`src/rtl/displ_pkg.sv`:
```
// Shared constants and helpers for the multi-digit seven-segment display controller.
package displ_pkg;

    localparam logic [7:0] SEG_BLANK = 8'hFF;
    localparam int unsigned MAX_DIGITS = 8;

    // Bit i set means digit i is a leading zero that may be blanked; digit 0 is never blanked.
    // A nonzero digit or a lit dp stops blanking for itself and every digit below it.
    function automatic logic [MAX_DIGITS-1:0] lz_mask(
        input logic [4*MAX_DIGITS-1:0] value,
        input logic [MAX_DIGITS-1:0]   dp,
        input int unsigned             num_digits
    );
        logic [MAX_DIGITS-1:0] mask;
        logic                  keep;
        mask = '0;
        keep = 1'b0;
        for (int unsigned k = 0; k < MAX_DIGITS; k++) begin
            if ((MAX_DIGITS - 1 - k) < num_digits) begin
                if (value[4*(MAX_DIGITS-1-k) +: 4] != 4'h0 || dp[MAX_DIGITS-1-k])
                    keep = 1'b1;
                if ((MAX_DIGITS - 1 - k) != 0)
                    mask[MAX_DIGITS-1-k] = ~keep;
            end
        end
        return mask;
    endfunction

endpackage

```
`src/rtl/dig_displ_7_segs.sv`:
```
// Single hex digit to active-low seven-segment decoder (segments g..a, dp handled by caller).
module dig_displ_7_segs (
    input  logic [3:0] digit,
    output logic [6:0] segs
);

    always_comb begin
        segs = 7'h7F;
        case (digit)
            4'h0: segs = 7'h40;
            4'h1: segs = 7'h79;
            4'h2: segs = 7'h24;
            4'h3: segs = 7'h30;
            4'h4: segs = 7'h19;
            4'h5: segs = 7'h12;
            4'h6: segs = 7'h02;
            4'h7: segs = 7'h78;
            4'h8: segs = 7'h00;
            4'h9: segs = 7'h10;
            4'hA: segs = 7'h08;
            4'hB: segs = 7'h03;
            4'hC: segs = 7'h46;
            4'hD: segs = 7'h21;
            4'hE: segs = 7'h06;
            4'hF: segs = 7'h0E;
            default: segs = 7'h7F;
        endcase
    end

endmodule

```
`src/rtl/displ_7_segs_multi.sv`:
```
// Multi-digit hex display driver: static all-digit bus plus a time-multiplexed scan port,
// with leading-zero blanking and whole-display blinking.
module displ_7_segs_multi
    import displ_pkg::*;
#(
    parameter int unsigned NUM_DIGITS  = 6,
    parameter int unsigned CLK_DIV     = 50000,
    parameter int unsigned BLINK_TICKS = 250
) (
    input  logic                    clk,
    input  logic                    reset,
    input  logic                    en,
    input  logic [4*NUM_DIGITS-1:0] value,
    input  logic [NUM_DIGITS-1:0]   dp,
    input  logic                    blank_lz,
    input  logic                    blink_en,
    output logic [8*NUM_DIGITS-1:0] segs,
    output logic [7:0]              scan_segs,
    output logic [NUM_DIGITS-1:0]   scan_sel
);

    localparam int unsigned PRE_W = $clog2(CLK_DIV);
    localparam int unsigned IDX_W = (NUM_DIGITS > 1) ? $clog2(NUM_DIGITS) : 1;
    localparam int unsigned BLK_W = (BLINK_TICKS > 1) ? $clog2(BLINK_TICKS) : 1;

    localparam logic [PRE_W-1:0] PRE_LAST = PRE_W'(CLK_DIV - 1);
    localparam logic [IDX_W-1:0] IDX_LAST = IDX_W'(NUM_DIGITS - 1);
    localparam logic [BLK_W-1:0] BLK_LAST = BLK_W'(BLINK_TICKS - 1);

    logic [4*NUM_DIGITS-1:0] value_q;
    logic [NUM_DIGITS-1:0]   dp_q;
    logic [PRE_W-1:0]        prescaler;
    logic [IDX_W-1:0]        scan_idx;
    logic [BLK_W-1:0]        blink_cnt;
    logic                    blink_phase;
    logic                    tick;

    logic [6:0]              dec [NUM_DIGITS];
    logic [7:0]              pat [NUM_DIGITS];
    logic [8*NUM_DIGITS-1:0] pat_bus;
    logic [MAX_DIGITS-1:0]   lz_full;

    for (genvar g = 0; g < NUM_DIGITS; g++) begin : g_dig
        dig_displ_7_segs u_dig (
            .digit (value_q[4*g +: 4]),
            .segs  (dec[g])
        );
    end

    assign tick    = (prescaler == PRE_LAST);
    assign lz_full = lz_mask(32'(value_q), 8'(dp_q), NUM_DIGITS);

    // Blink overrides everything, including a lit dp.
    always_comb begin
        pat_bus = '1;
        for (int unsigned i = 0; i < NUM_DIGITS; i++) begin
            pat[i] = {~dp_q[i], dec[i]};
            if (blank_lz && lz_full[i])
                pat[i] = SEG_BLANK;
            if (blink_en && blink_phase)
                pat[i] = SEG_BLANK;
            pat_bus[8*i +: 8] = pat[i];
        end
    end

    always_ff @(posedge clk or posedge reset) begin
        if (reset) begin
            value_q     <= '0;
            dp_q        <= '0;
            prescaler   <= '0;
            scan_idx    <= '0;
            blink_cnt   <= '0;
            blink_phase <= 1'b0;
            segs        <= '1;
            scan_segs   <= SEG_BLANK;
            scan_sel    <= '1;
        end else begin
            if (en) begin
                value_q <= value;
                dp_q    <= dp;
            end

            prescaler <= tick ? '0 : prescaler + 1'b1;

            if (tick)
                scan_idx <= (scan_idx == IDX_LAST) ? '0 : scan_idx + 1'b1;

            if (!blink_en) begin
                blink_cnt   <= '0;
                blink_phase <= 1'b0;
            end else if (tick) begin
                if (blink_cnt == BLK_LAST) begin
                    blink_cnt   <= '0;
                    blink_phase <= ~blink_phase;
                end else begin
                    blink_cnt <= blink_cnt + 1'b1;
                end
            end

            segs      <= pat_bus;
            scan_segs <= pat[scan_idx];
            scan_sel  <= ~(NUM_DIGITS'(1) << scan_idx);
        end
    end

endmodule
```
`config.mk`:
```
export PLATFORM = sky130hd
export DESIGN_NAME = displ_7_segs_multi
export DESIGN_NICKNAME = d
export VERILOG_FILES = /design/src/rtl/displ_pkg.sv /design/src/rtl/dig_displ_7_segs.sv /design/src/rtl/displ_7_segs_multi.sv
export SDC_FILE = /design/constraint.sdc
export NUM_CORES = 1
export LEC_CHECK = 0
export ABC_AREA = 0
export CAP_MARGIN = 20
export CORE_UTILIZATION = 54
export DETAILED_ROUTE_END_ITERATION = 6
export GPL_TIMING_DRIVEN = 0
export PLACE_DENSITY_LB_ADDON = 0.08
export SYNTH_ARGS = -nofsm -noshare
export SYNTH_HDL_FRONTEND = slang
export SYNTH_SLANG_ARGS = --single-unit
```
`constraint.sdc`:
```
create_clock -name clk -period 4.86 [get_ports clk]
set_input_delay 0.486 -clock clk [delete_from_list [all_inputs] [get_ports clk]]
set_output_delay 0.486 -clock clk [all_outputs]
set_load 0.005 [all_outputs]
```
---- After elaboration in Yosys (flattened, before gate mapping) ----
Memory sizes are Yosys's and may differ from the RTL's.
Index checks and enable logic that the tools add are counted.
word-level totals
  bits in registers ....................... 120
  ROM bits ................................ 672
  input bits .............................. 35
  output and inout bits ................... 62
  memories kept ........................... 6
operators by class
  add/subtract/negate cells ............... 3
  magnitude comparators ................... 1
  equal/unequal tests ..................... 5
  shift operators ......................... 1
  muxes and demuxes ....................... 27
  bitwise gates (word level) .............. 14
  reduce and logical (&&, ||, !) cells .... 17
memories
  name              depth  width  read ports  clocked after memory_dff  write ports  RTL line               text
  (name not given)  16     7      1           0                         0            dig_displ_7_segs.sv:9  case (digit)
  (name not given)  16     7      1           0                         0            dig_displ_7_segs.sv:9
  (name not given)  16     7      1           0                         0            dig_displ_7_segs.sv:9
  (name not given)  16     7      1           0                         0            dig_displ_7_segs.sv:9
  (name not given)  16     7      1           0                         0            dig_displ_7_segs.sv:9
  (name not given)  16     7      1           0                         0            dig_displ_7_segs.sv:9
operators with widths
  cell                     count
  $mux W8                  16
  $bmux W8 S3              1
  $reduce_bool A4 Y1       5
  $add A16 B1 Y16 const B  1
  $eq A16 B16 Y1 const B   1
  $mux W16                 1
  $not A1 Y1               12
  $add A8 B1 Y8 const B    1
  $eq A8 B8 Y1 const B     1
  $mux W1                  8
  $logic_and A1 B1 Y1      6
  $not A6 Y6               1
  $shl A1 B3 Y6 const A    1
  $logic_or A1 B1 Y1       5
  $ge A4 B4 Y1 const B     1
  $ne A2 B1 Y1 const B     2
  $not A3 Y4               1
  $add A3 B1 Y3 const B    1
  $eq A3 B3 Y1 const B     1
  $mux W3                  1
  $reduce_and A2 Y1        1

---- Logic depth before layout (Yosys ltp) ----
  word-level depth ........................ 14
  depth in mapped cells ................... 9
  mapped depth without buffers ............ 7

---- Cells and area by module ----
A second synthesis with hierarchy kept.
unflattened totals
  cell total of the unflattened synthesis .. 612
  area total of the unflattened synthesis .. 6676.4 µm²
by module, submodules not included
  module                                  instances  cells an instance  area an instance (µm²)
  displ_7_segs_multi                      1          416                5031.1
  dig_displ_7_segs at g_dig[2].u_dig ...  4          32                 275.3
  dig_displ_7_segs at g_dig[1].u_dig      1          33                 274.0
  dig_displ_7_segs at g_dig[0].u_dig      1          35                 270.3

---- Least setup slack after synthesis ----
Ideal clock, no wire load.
  kind .................................... register to register
  from .................................... register value_q[12]
  to ...................................... register scan_segs[5]
  library setup time ...................... 0.061 ns
  arrival time ............................ 2.324 ns
  setup slack ............................. 2.475 ns
  cell stages (with the launch flop) ...... 10
  buffers on the path ..................... 2
  period minus slack after synthesis ...... 2.385 ns
  cell sequence ........................... dfrtp_1 > inv_1 > ha_1 > or4b_1 > or4_1 > buf_2 > o21a_1 > buf_6 > a31oi_4 > a211o_1
on the way
  word-level cells in the longest chain between the ends .. 12
  elaborated cells on any way between the ends .. 21
ends and longest elaborated chain
  item                                           RTL line                   text
  from (decl)                                    displ_7_segs_multi.sv:30   logic [4*NUM_DIGITS-1:0] value_q;
  from (signal assigned)                         displ_7_segs_multi.sv:79   value_q <= value;
  $reduce_bool A4 Y1                             displ_pkg.sv:20            if (value[4*(MAX_DIGITS-1-k) +: 4] != 4'h0 || dp[MAX_DIGITS-1-k])
  $logic_or A1 B1 Y1                             displ_pkg.sv:20
  $mux W1 (3 in series)                          displ_pkg.sv:20
  $not A1 Y1                                     displ_pkg.sv:23            mask[MAX_DIGITS-1-k] = ~keep;
  $logic_and A1 B1 Y1                            displ_7_segs_multi.sv:58   if (blank_lz && lz_full[i])
  $mux W8                                        displ_7_segs_multi.sv:58
  $mux W8                                        displ_7_segs_multi.sv:60   if (blink_en && blink_phase)
  $bmux W8 S3 *                                  displ_7_segs_multi.sv:101  scan_segs <= pat[scan_idx];
  $mux W8 (implied by the code) * (2 in series)  displ_7_segs_multi.sv:101
  to (signal assigned)                           displ_7_segs_multi.sv:101
  to (decl)                                      displ_7_segs_multi.sv:18   output logic [7:0] scan_segs,
Every way passes the cells marked *; elsewhere a longest branch is shown, timed or not. The select of a mux whose other input is x is not followed.
A chain may end at the register's enable or synchronous reset.

==> impl_metrics.csv <==
group,metric,value,unit
place,placement.io_buffers,95,
setup_path,rrSetupSlack,1.97,ns
cts,cts_buffers,17,
setup_path,path_class,"in2reg",
synthesis,ys_top_cells_by_count,"dfstp_2 (62), nand2_1 (62), dfrtp_1 (58)",
finish,antenna_cells,0,
die,die_area,12100,µm²
synthesis,syn_nets,688,
global_routing,grt_pass1_wl,26200,µm
power_and_ir_drop,power.leakage,3.54,nW
setup_path,cp-end-kind,"flip-flop",
drt,drt-initial-drc-count,422,
synthesis,ys.flop_type,"dfstp_2",
power_and_ir_drop,irDropWorstVdd,296,µV
die,fp-row-count,39,
setup_path,timing.rr.start,"blink_phase$_DFFE_PP0P_",
setup_path,crit_path_end,"scan_segs[3]$_DFF_PP1_",
setup_path,crit_cells,8,
power_and_ir_drop,total_power,3.03,mW
synthesis,ys_seq_area_share,48.8,%
power_and_ir_drop,p_sw,0.755,mW
drt,route.detailed.drc,0,
finish,fillerInstances,874,
power_and_ir_drop,p_int,2.28,mW
setup_path,crit_top_cell,"clkbuf_1",
cts,ctsHoldBuffers,0,
setup_path,max_stage_delay,0.54,ns
global_routing,grt_max_degree,69,
cts,clockBufferDepth,2,
finish,syn2layout_area_growth,28.0,%
power_and_ir_drop,power_frac_seq,39.6,%
drt,drt_pre_antenna_iters,6,
setup_path,arrival,3.44,ns
cts,htreeDepth,4,
setup_path,critPathBufInv,4,
power_and_ir_drop,swShare,24.9,%
place,gp_congestion,0.988,
synthesis,syn-mean-instance-area,10.2,µm²
drt,wl_per_cell,18.8,µm
synthesis,synth.area.top_cells,"dfstp_2 (26%), dfrtp_1 (23%), ha_1 (6.9%)",
sta,final-setup-viol-count,0,
finish,multi_input_area,2950,µm²
sta,period_share,64.2,%
cts,clock-root-buffer,"clkbuf_16",
worst_hold_path,hold_path.class,"reg2reg",
sta,worst_pin_slew,0.817,ns
synthesis,async_reset_ff_share,100,%
drt,vias_per_cell,5.96,
power_and_ir_drop,combPwrFrac,17.7,%
power_and_ir_drop,pwr-share-clk,42.8,%
die,die_h,110,µm
setup_path,cpLargestDelayFamily,"buffers and inverters",
die,core_area,11400,µm²
die,start_util,55.3,%
synthesis,synth_cells,618,
cts,ctsResizeCount,0,
sta,clock_skew,0.0120,ns
sta,period_minus_slack,3.12,ns
cts,cts_post_setup_buffers_inserted,0,
drt,routed_wirelength,16700,µm
status,outcome,"complete, no violations",
setup_path,reg2reg_depth,7,
drt,ant_nets,0,
finish,final_util,70.8,%
global_routing,gr-total-overflow,0,
setup_path,crit_fanout,10,
setup_path,worstPathCellList,"clkdlybuf4s50_1, nand2_1, clkbuf_1, clkbuf_1, clkbuf_1, nand4_1, a22oi_1, o211ai_1",
finish,regArea,3080,µm²
synthesis,synth_area,6310,µm²
die,die_width,110,µm
power_and_ir_drop,power.density,375,nW/µm²
setup_path,slowest_stage,"clkdlybuf4s50_1",
sta,rsz0062_at_grt,"false",
job,drv_cap,0,
sta,hold_slack,0.462,ns
global_routing,grt_use_total,29.6,%
finish,nets,803,
synthesis,ys_types,64,
setup_path,crit_start,"blink_en",
synthesis,synth_edf_count,0,
global_routing,grt_pass1_vias,5163,
sta,max_freq,320,MHz
sta,finalHoldViolCount,0,
synthesis,ys_warn_count,0,
synthesis,netlist.area_leader.share,25.8,%
setup_path,crit_required,5.17,ns
cts,tritoncts,"yes",
cts,clk_transition_reported_paths,0.06,ns
synthesis,yosysTopAreaCell,"dfstp_2",
sta,slew_viol_final,0,
setup_path,cp-start-kind,"input pin",
sta,relSlewSlack,45.1,%
drt,via_count,5299,
global_routing,antenna_found_initial,0,
die,io_pins,97,
cts,insertion_delay,0.43,ns
synthesis,ys_ff_latch,120,
cts,cts.sinks,120,
place,dp_hpwl,11700,µm
setup_path,r2r-end,"scan_segs[3]$_DFF_PP1_",
finish,layout-drive-gt1-share,17.7,%
state kept, by name, indices dropped and copies added, names as in the netlist:
register / flops
blink_cnt: 8
prescaler: 16
blink_phase: 1
scan_idx: 3
value_q: 24
scan_sel: 6
dp_q: 6
segs: 48
scan_segs: 8
worst min path at each step:
stage	startpoint	to	slack, ns	depth (start not counted)
finish	dp_q[3]$_DFFE_PP0P_	segs[31]$_DFF_PP1_	0.46	1
floorplan	dp_q[0]$_DFFE_PP0P_	segs[7]$_DFF_PP1_	0.39	1
detailed placement	dp_q[4]$_DFFE_PP0P_	segs[39]$_DFF_PP1_	0.46	1
CTS	dp_q[4]$_DFFE_PP0P_	segs[39]$_DFF_PP1_	0.46	1
global route	dp_q[0]$_DFFE_PP0P_	segs[7]$_DFF_PP1_	0.49	1
global placement	dp_q[0]$_DFFE_PP0P_	segs[7]$_DFF_PP1_	0.46	1
metrics by stage:
step	setup TNS [ns]	setup slack (ns)	cells	instance area (µm²)
after detailed placement	0	1.46	857	7470
final	0	1.74	889	8080
after floorplan	0	1.29	618	6310
after CTS	0	1.88	889	8080
after global placement	-11.79	-0.211	856	7440
after global routing	0	1.65	889	8080
worst reg2reg max path, cell delays in order, from the launching register on:
cell,delay [ns]
dfrtp_1,0.42
nand2_1,0.11
clkbuf_1,0.45
clkbuf_1,0.50
clkbuf_1,0.52
nand4_1,0.24
a22oi_1,0.36
o211ai_1,0.19
cell usage in the layout, fill, tap and decap left out, drive strengths merged, types with 5 or more instances in the layout:
master         instances
nand4                  5
clkbuf                50
nor2b                 10
a21oi                 19
dfrtp                 58
xnor2                  6
nand2                 62
inv                   38
clkinv                 7
nand2b                 6
and2                  11
ha                    35
clkdlybuf4s50         95
a211o                  8
buf                    7
o211ai                 9
or4b                   6
mux2                  16
nand3b                 5
xor2                  12
o21ai                 46
mux2i                 16
nor2                  46
nand3                 23
a31oi                 10
o31ai                  6
dfstp                 62
nor3                   9
power groups by stage:
| stage | Sequential [mW] | Clock, mW | Combinational, mW |
|---|---|---|---|
| after floorplan | 1.21 | 0 | 0.260 |
| after global placement | 1.21 | 0 | 0.512 |
| after detailed placement | 1.21 | 0 | 0.527 |
| after CTS | 1.20 | 1.31 | 0.534 |
| after global routing | 1.21 | 1.35 | 0.586 |
| final | 1.20 | 1.30 | 0.537 |
metal layers:
layer	share of wire, %	vias to the layer above	GRT usage [%]
li1	-	2407	-
met1	42	2608	37.6
met2	48	236	47.3
met3	7.4	48	9.52
met4	2.5	0	11.3
met5	0	-	0
area by class of cell:
class	instances	share of cell area [%]
sequential	120	38.1
multi-input combinational	426	36.5
buffer	33	1.69
tap	143	2.21
inverter	39	1.84
timing repair buffer	96	12.1
clock buffer	23	6.04
clock inverter	9	1.49
kinds of logic after synthesis:
group | count (synthesis) | synth area share, %
and+or+nand+nor | 200 | 15.9
AOI/OAI and AO/OA | 138 | 15.0
DFF | 120 | 48.8
buffers and inverters | 72 | 4.48
muxes | 35 | 6.46
adders and majority gates | 35 | 6.94
xor gates and xnor gates | 18 | 2.50
No activity file was read; power rests on OpenSTA's default activity.
